<file path="src/rtl/pwq_activation.sv">
// Piecewise-quadratic tanh/sigmoid unit: one sample per cycle, result 4 edges after accept.
// Global stall: the whole pipe, bubbles included, freezes while the output is held back.
module pwq_activation #(
  parameter int QN    = 6,
  parameter int QM    = 11,
  parameter int TAG_W = 4
) (
  input  logic             clk,
  input  logic             reset,
  input  logic             in_valid,
  output logic             in_ready,
  input  logic [QN+QM:0]   in_data,
  input  logic             in_mode,
  input  logic [TAG_W-1:0] in_tag,
  output logic             out_valid,
  input  logic             out_ready,
  output logic [QN+QM:0]   out_data,
  output logic [TAG_W-1:0] out_tag
);
  localparam int BW = QN + QM + 1;
  localparam int PW = 2 * BW + 1;
  localparam logic signed [BW:0] ONE   = (BW+1)'(1 << QM);
  localparam logic signed [BW:0] THREE = (BW+1)'(3 << QM);

  // Table coefficients are stored at QM = 11 and scaled up for finer formats.
  function automatic logic signed [BW:0] coef(input int c);
    return (BW+1)'(c) <<< (QM - 11);
  endfunction

  logic                    w_en;

  logic                    r0_vld, r0_mode;
  logic signed [BW-1:0]    r0_x;
  logic [TAG_W-1:0]        r0_tag;

  logic                    r1_vld, r1_mode;
  logic signed [BW-1:0]    r1_x;
  logic signed [BW:0]      r1_p2, r1_p1, r1_p0;
  logic [TAG_W-1:0]        r1_tag;

  logic                    r2_vld, r2_mode;
  logic signed [BW-1:0]    r2_x;
  logic signed [BW:0]      r2_m1, r2_p0;
  logic [TAG_W-1:0]        r2_tag;

  logic                    r3_vld, r3_mode;
  logic signed [BW:0]      r3_m2;
  logic [TAG_W-1:0]        r3_tag;

  logic                    r4_vld;
  logic [BW-1:0]           r4_dat;
  logic [TAG_W-1:0]        r4_tag;

  logic signed [BW-1:0]    w_xp;
  logic signed [BW:0]      w_xe;
  logic signed [BW:0]      w_p2, w_p1, w_p0;
  logic signed [PW-1:0]    w_prod1, w_prod2;
  logic signed [BW:0]      w_m1, w_m2;
  logic signed [BW:0]      w_t, w_sig;
  logic [BW-1:0]           w_res;

  assign w_en      = !(r4_vld && !out_ready);
  assign in_ready  = w_en;
  assign out_valid = r4_vld;
  assign out_data  = r4_dat;
  assign out_tag   = r4_tag;

  // Sigmoid reuses the tanh table on x/2.
  assign w_xp = r0_mode ? (r0_x >>> 1) : r0_x;
  assign w_xe = (BW+1)'(w_xp);

  always_comb begin
    w_p2 = '0;
    w_p1 = '0;
    w_p0 = '0;
    if (w_xe < -THREE) begin
      w_p0 = -ONE;
    end else if (w_xe < -ONE) begin
      w_p2 = coef(184);
      w_p1 = coef(953);
      w_p0 = coef(-815);
    end else if (w_xe[BW]) begin
      w_p2 = coef(647);
      w_p1 = coef(2220);
      w_p0 = coef(6);
    end else if (w_xe < ONE) begin
      w_p2 = coef(-649);
      w_p1 = coef(2223);
      w_p0 = coef(-7);
    end else if (w_xe < THREE) begin
      w_p2 = coef(-185);
      w_p1 = coef(953);
      w_p0 = coef(817);
    end else begin
      w_p0 = ONE;
    end
  end

  assign w_prod1 = PW'(r1_p2) * PW'(r1_x);
  assign w_m1    = (BW+1)'(w_prod1 >>> QM) + r1_p1;
  assign w_prod2 = PW'(r2_m1) * PW'(r2_x);
  assign w_m2    = (BW+1)'(w_prod2 >>> QM) + r2_p0;

  always_comb begin
    w_t = r3_m2;
    if (r3_m2 > ONE) begin
      w_t = ONE;
    end else if (r3_m2 < -ONE) begin
      w_t = -ONE;
    end
    w_sig = (ONE + w_t) >>> 1;
    w_res = r3_mode ? BW'(w_sig) : BW'(w_t);
  end

  always_ff @(posedge clk or posedge reset) begin
    if (reset) begin
      r0_vld <= 1'b0;
      r1_vld <= 1'b0;
      r2_vld <= 1'b0;
      r3_vld <= 1'b0;
      r4_vld <= 1'b0;
      r4_dat <= '0;
      r4_tag <= '0;
    end else if (w_en) begin
      r0_vld <= in_valid;
      r1_vld <= r0_vld;
      r2_vld <= r1_vld;
      r3_vld <= r2_vld;
      r4_vld <= r3_vld;
      if (r3_vld) begin
        r4_dat <= w_res;
        r4_tag <= r3_tag;
      end
    end
  end

  // Datapath needs no reset: every stage is qualified by its valid bit.
  always_ff @(posedge clk) begin
    if (w_en) begin
      if (in_valid) begin
        r0_x    <= in_data;
        r0_mode <= in_mode;
        r0_tag  <= in_tag;
      end
      r1_x    <= w_xp;
      r1_p2   <= w_p2;
      r1_p1   <= w_p1;
      r1_p0   <= w_p0;
      r1_mode <= r0_mode;
      r1_tag  <= r0_tag;
      r2_x    <= r1_x;
      r2_m1   <= w_m1;
      r2_p0   <= r1_p0;
      r2_mode <= r1_mode;
      r2_tag  <= r1_tag;
      r3_m2   <= w_m2;
      r3_mode <= r2_mode;
      r3_tag  <= r2_tag;
    end
  end

endmodule

</file>
<file path="config.mk">
export PLATFORM = sky130hd
export DESIGN_NAME = pwq_activation
export DESIGN_NICKNAME = d
export VERILOG_FILES = /design/src/rtl/pwq_activation.sv
export SDC_FILE = /design/constraint.sdc
export NUM_CORES = 2
export LEC_CHECK = 0
export BUFFER_PORTS_ARGS = -buffer_cell sky130_fd_sc_hd__buf_2
export CAP_MARGIN = 5
export CELL_PAD_IN_SITES_DETAIL_PLACEMENT = 0
export CELL_PAD_IN_SITES_GLOBAL_PLACEMENT = 1
export CORE_UTILIZATION = 50
export CTS_BUF_LIST = sky130_fd_sc_hd__clkbuf_16
export DETAILED_ROUTE_END_ITERATION = 6
export GPL_TIMING_DRIVEN = 0
export PLACE_DENSITY = 0.84
export SLEW_MARGIN = 20
export SYNTH_ARGS = -nofsm -noshare
export SYNTH_HDL_FRONTEND = slang
export SYNTH_SLANG_ARGS = --single-unit
</file>
<file path="constraint.sdc">
create_clock -name clk -period 9.2 [get_ports clk]
set_clock_uncertainty 0.05 [all_clocks]
set_input_delay 0.46 -clock clk [delete_from_list [all_inputs] [get_ports clk]]
set_output_delay 0.46 -clock clk [all_outputs]
set_load 0.02 [all_outputs]
</file>
# After elaboration in Yosys (flattened, before gate mapping)
# Index checks and enable logic that the tools add are counted.
# op_classes
add_sub_neg	3
multipliers	2
order_cmp	6
mux	16
bitwise	1
reduce_logical	8
# ops
operator	count
19-bit 2-to-1 mux	6
19-bit by 18-bit multiplier with 30-bit output	2
19-bit adder	2
18-bit by 14-bit less-than comparator with 1-bit output (second input constant)	2
12-bit 2-to-1 mux	3
10-bit 2-to-1 mux	3
13-bit by 19-bit adder with 19-bit output (first input constant)	1
19-bit by 13-bit > comparator with 1-bit output (second input constant)	1
19-bit by 12-bit less-than comparator with 1-bit output (second input constant)	1
18-bit by 12-bit less-than comparator with 1-bit output (second input constant)	1
18-bit by 13-bit less-than comparator with 1-bit output (second input constant)	1
18-bit 2-to-1 mux	1
17-bit 2-to-1 mux	1
11-bit 2-to-1 mux	1
8-bit 2-to-1 mux	1
2-bit AND reduction	2
4-bit OR reduction	1
3-bit OR reduction	1
1-bit logical NOT	2
2-bit OR reduction	1
1-bit logical AND	1
1-bit NOT	1
# word_totals
regBits	215
input_bits	27
output_inout_bits	24

# Depth between registers and ports, before layout
# depth
ltp_word	6
depth_mapped	37

# Worst setup path before layout
# Ideal clock, no wire load.
# synth_timing
path_type	register -> register
start	reg r1_p2[17]
end	reg r2_m1[18] (data pin)
setup_ns	0.258
arrival_ns	7.261
setup_slack_ns	1.631
path_stages_with_launch	27
period_less_slack_ns	7.569
path_cell_list	edfxtp_1 -> clkbuf_1 -> clkbuf_1 -> nand2_1 -> fa_1 -> inv_1 -> fa_1 -> fa_1 -> fa_1 -> fa_1 -> inv_1 -> fa_1 -> inv_1 -> ha_1 -> and3_1 -> o21ai_0 -> nand2_1 -> a21oi_1 -> xnor2_1 -> ha_1 -> nor4bb_1 -> mux2_2 -> o32ai_2 -> nor4_1 -> mux2_2 -> and4bb_1 -> xnor2_1
# synth_between
elab_chain_cells	2
# synth_lines
item	line_no	rtl
start, declared	38	logic signed [BW:0] r1_p2, r1_p1, r1_p0;
start signal, assigned	146	r1_p2 <= w_p2;
19-bit by 18-bit multiplier with 30-bit output	99	assign w_prod1 = PW'(r1_p2) * PW'(r1_x);
19-bit adder	100	assign w_m1 = (BW+1)'(w_prod1 >>> QM) + r1_p1;
net w_m1[18]	58	logic signed [BW:0] w_m1, w_m2;
end signal, assigned	152	r2_m1 <= w_m1;
end, declared	43	logic signed [BW:0] r2_m1, r2_p0;
# The timed path passes the listed nets, and every way through them passes these cells.
# A chain may end at the register's enable or synchronous reset.

# Worst setup path in the final report
# layout_timing
start	reg r2_x[11]
end	reg r3_m2[18] (data pin)
# layout_between
elab_chain_cells	2
# layout_lines
item	line_no	rtl
start, declared	42	logic signed [BW-1:0] r2_x;
start signal, assigned	151	r2_x <= r1_x;
19-bit by 18-bit multiplier with 30-bit output	101	assign w_prod2 = PW'(r2_m1) * PW'(r2_x);
19-bit adder	102	assign w_m2 = (BW+1)'(w_prod2 >>> QM) + r2_p0;
net w_m2[18]	58	
end signal, assigned	156	r3_m2 <= w_m2;
end, declared	47	logic signed [BW:0] r3_m2;
# The timed path passes the listed nets, and every way through them passes these cells.

==> insert_results.sql <==
INSERT INTO impl_metrics (metric_group, metric, value, unit) VALUES
('status', 'run_status', 'complete, no violations', ''),
('detailed_routing', 'route.final.wire_length', '58130', 'um'),
('clock_network', 'cts.htree.levels', '4', ''),
('synthesis', 'ys_ff_latch', '160', ''),
('detailed_routing', 'detailroute.via_count', '16640', ''),
('clock_network', 'number_of_buffers_between_clock_root_and_the_deepest_sink', '2', ''),
('critical_path', 'cp_num_buf_inv', '6', ''),
('clock_network', 'cts.hold.buffers_added', '0', ''),
('finish', 'mostFrequentLayoutCells', '610 x inv_1, 499 x fa_1, 237 x nand2_1', ''),
('synthesis', 'synthDominantAreaCellType', 'fa_1', ''),
('die', 'initial_core_util', '0.5051', ''),
('sta', 'achievable-frequency', '114.1', 'MHz'),
('critical_path', 'crit_slowest_cell', 'edfxtp_1', ''),
('die', 'num_io_pins', '51', ''),
('finish', 'layout.cells.most_common', 'inv_1', ''),
('critical_path', 'critPathMaxStageDelay', '0.82', 'ns'),
('synthesis', 'synth_enable_flop_cells', '133', ''),
('clock_network', 'cts.sink_count', '160', ''),
('sta', 'finalSetupTns', '0', 'ns'),
('sta', 'post-route-period-util', '0.9523', ''),
('global_route', 'wire_length_of_the_first_global_routing_pass', '95280', 'um'),
('die', 'die_h', '226.9', 'um'),
('die', 'dieWidth', '226.9', 'um'),
('clock_network', 'clock_insertion_delay_worst_skew', '0.45', 'ns'),
('detailed_routing', 'detailedRoute.firstIterationViolations', '876', ''),
('synthesis', 'synthesis.area', '0.02529', 'sq mm'),
('min_path', 'timing.hold.worst.class', 'in -> async', ''),
('detailed_routing', 'drc_errors', '0', ''),
('critical_path', 'timing.critical_path.mode_cell', 'fa_1', ''),
('critical_path', 'crit_path_start_kind', 'flop', ''),
('detailed_routing', 'routedWlPerCell', '18.05', 'um'),
('detailed_routing', 'drtAntennaViolNets', '0', ''),
('sta', 'final-hold-violation-count', '0', ''),
('clock_network', 'cts_root_buf', 'clkbuf_16', ''),
('place', 'numPortBuffers', '50', ''),
('synthesis', 'synth_largest_type_area_fraction', '0.3958', ''),
('global_route', 'grt_util_all_layers', '0.2436', ''),
('sta', 'grt_setup_unrepaired', 'no', ''),
('synthesis', 'sequential_share_of_the_synthesized_area', '0.1846', ''),
('clock_network', 'cts.reportedPaths.clkPinSlew', '0.08', 'ns'),
('detailed_routing', 'detailedRoute.firstPassIterationCount', '5', ''),
('synthesis', 'post_synthesis_net_count', '3189', ''),
('die', 'fp.coreArea', '0.05007', 'sq mm'),
('synthesis', 'async_flop_share', '0.1688', ''),
('synthesis', 'post_synth.cell_area_avg', '10.26', 'sq um'),
('die', 'die_area', '0.05148', 'sq mm'),
('synthesis', 'synth_cell_types', '62', ''),
('synthesis', 'synthesis.instances', '2466', ''),
('place', 'place_congestion', '0.9092', ''),
('synthesis', 'synth.area.top_cells', 'fa_1 40%, edfxtp_1 16%, ha_1 9.7%', ''),
('critical_path', 'cp_data_arrival_time', '8.90', 'ns'),
('synthesis', 'synth-warning-count', '0', ''),
('critical_path', 'critPathKind', 'reg -> reg', ''),
('clock_network', 'post-cts-setup-buffer-count', '0', ''),
('sta', 'worst_pin_slew', '1.071', 'ns'),
('critical_path', 'timing.critical_path.max_delay_family', 'adder cells', ''),
('place', 'hpwl', '48520', 'um'),
('global_route', 'grt_overflow', '0', ''),
('sta', 'period_minus_slack', '8.762', 'ns'),
('global_route', 'grt_pass1_vias', '18540', ''),
('synthesis', 'ys.flop_type', 'edfxtp_1', ''),
('finish', 'layout-drive-gt1-share', '0.05143', ''),
('sta', 'timing.final.setup_violations', '0', ''),
('sta', 'timing.max_slew.rel_slack', '0.2858', ''),
('detailed_routing', 'vias_per_cell', '5.169', ''),
('die', 'core.rowCount', '82', ''),
('sta', 'timing_max_transition_violations_final', '0', ''),
('critical_path', 'critical_path_peak_fanout', '10', ''),
('finish', 'area_delta_synth_final', '7.119', '%'),
('run', 'timing.max_cap.violations', '0', ''),
('critical_path', 'worst-endpoint-required', '9.34', 'ns'),
('global_route', 'number_of_antenna_violations_at_the_first_check_in_global_routing', '1', ''),
('finish', 'fin_nets', '3257', ''),
('clock_network', 'cts_buffers', '17', ''),
('global_route', 'grt_max_degree', '54', ''),
('critical_path', 'critical_path.endpoint_type', 'flop', ''),
('clock_network', 'tritoncts', 'built', '');
## logic make-up (layout without fill, tap and decap cells)
logic type      count (synthesis)  after routing  share of synthesized area
compound gates                155            155                    0.04413
mux                            40             40                    0.01707
fa+ha+maj                     696            696                     0.4928
xor+xnor                       96             96                    0.03325
flops                         160            160                     0.1846
other cells                     0              1                          0
buf+inv                       677            758                     0.1005
simple gates                  642            642                     0.1276
## per-stage QoR
stage / std cells / cell area, sq um / hold slack, ns / util / setup WS, ns
final: 3220 / 27090 / 0.05227 / 0.5411 / 0.4384
after global routing: 3219 / 27090 / 0.1067 / 0.5410 / 0.008855
after CTS: 3222 / 27090 / 0.1162 / 0.5412 / 0.009460
after detailed placement: 3190 / 26430 / 0.3545 / 0.5279 / 0.02593
after global placement: 3188 / 26380 / 0.3508 / 0.5269 / 0.1233
after floorplan: 2466 / 25290 / 0.3503 / - / 1.631
## Yosys cell counts (5+ instances only)
library cell  count
and2_1          225
nor3_1           16
mux2i_1          15
inv_1           611
clkbuf_1         63
dfrtp_1          27
nand4_1           5
nor2_1           78
nand2_1         237
o21ai_0          22
o21a_1           10
o31ai_1          11
nand3_1          13
o41ai_1           7
xor2_1           27
nand2b_1         19
a21oi_1          47
xnor2_1          69
o21bai_1          7
edfxtp_1        133
nor2b_1           9
nor4_1            6
or2_2             7
ha_1            196
mux2_2           25
fa_1            500
a21o_1           17
or3_1             6
and3_1           10
## routing by layer
metal  up-vias  track usage  wire [um]
li1       7606            -          -
met1      8561       0.3110      24280
met2       368       0.4305      29570
met3       106      0.02294       2330
met4         2      0.08631       1931
met5         -            0         13
## timing repair
action | 4_1_cts | 5_1_grt
gates resized for setup | 0 | 3
setup endpoints to repair | 0 | 5
endpoints found under the hold margin | 0 | 0
## worst paths after layout
path	cells after the start	startpoint	to	slack, ns
setup reg to reg	29	r2_x[11]	r3_m2[18]	0.44
min in group clk	1	in_tag[0]	r0_tag[0]	0.13
hold reg to reg	0	r1_tag[1]	r2_tag[1]	0.36
max in group asynchronous	2	reset	out_data[13]	8.61
setup / recovery	29	r2_x[11]	r3_m2[18]	0.44
hold / removal	2	reset	out_data[12]	0.05
## final cells by class
type / instances / area, sq um
Clock buffer: 17 / 425.4
Multi-Input combinational cell: 1629 / 18080
Tap cell: 672 / 840.8
Antenna cell: 1 / 2.502
Buffer: 63 / 241.5
Clock inverter: 15 / 237.7
Timing Repair Buffer: 52 / 297.8
Sequential cell: 160 / 4669
Fill cell: 4520 / 22980
Inverter: 611 / 2293
## state kept, by name, indices dropped and copies added (netlist names), 6 cells and up
name and flops:
out_data 18, r0_x 18, r1_p2 6, r1_x 18, r2_m1 19, r2_p0 7, r2_x 18, r3_m2 19
Power is left out: the tool's default activity adds up to more than one toggle a clock period on the data nets, which glitch-free logic cannot reach.
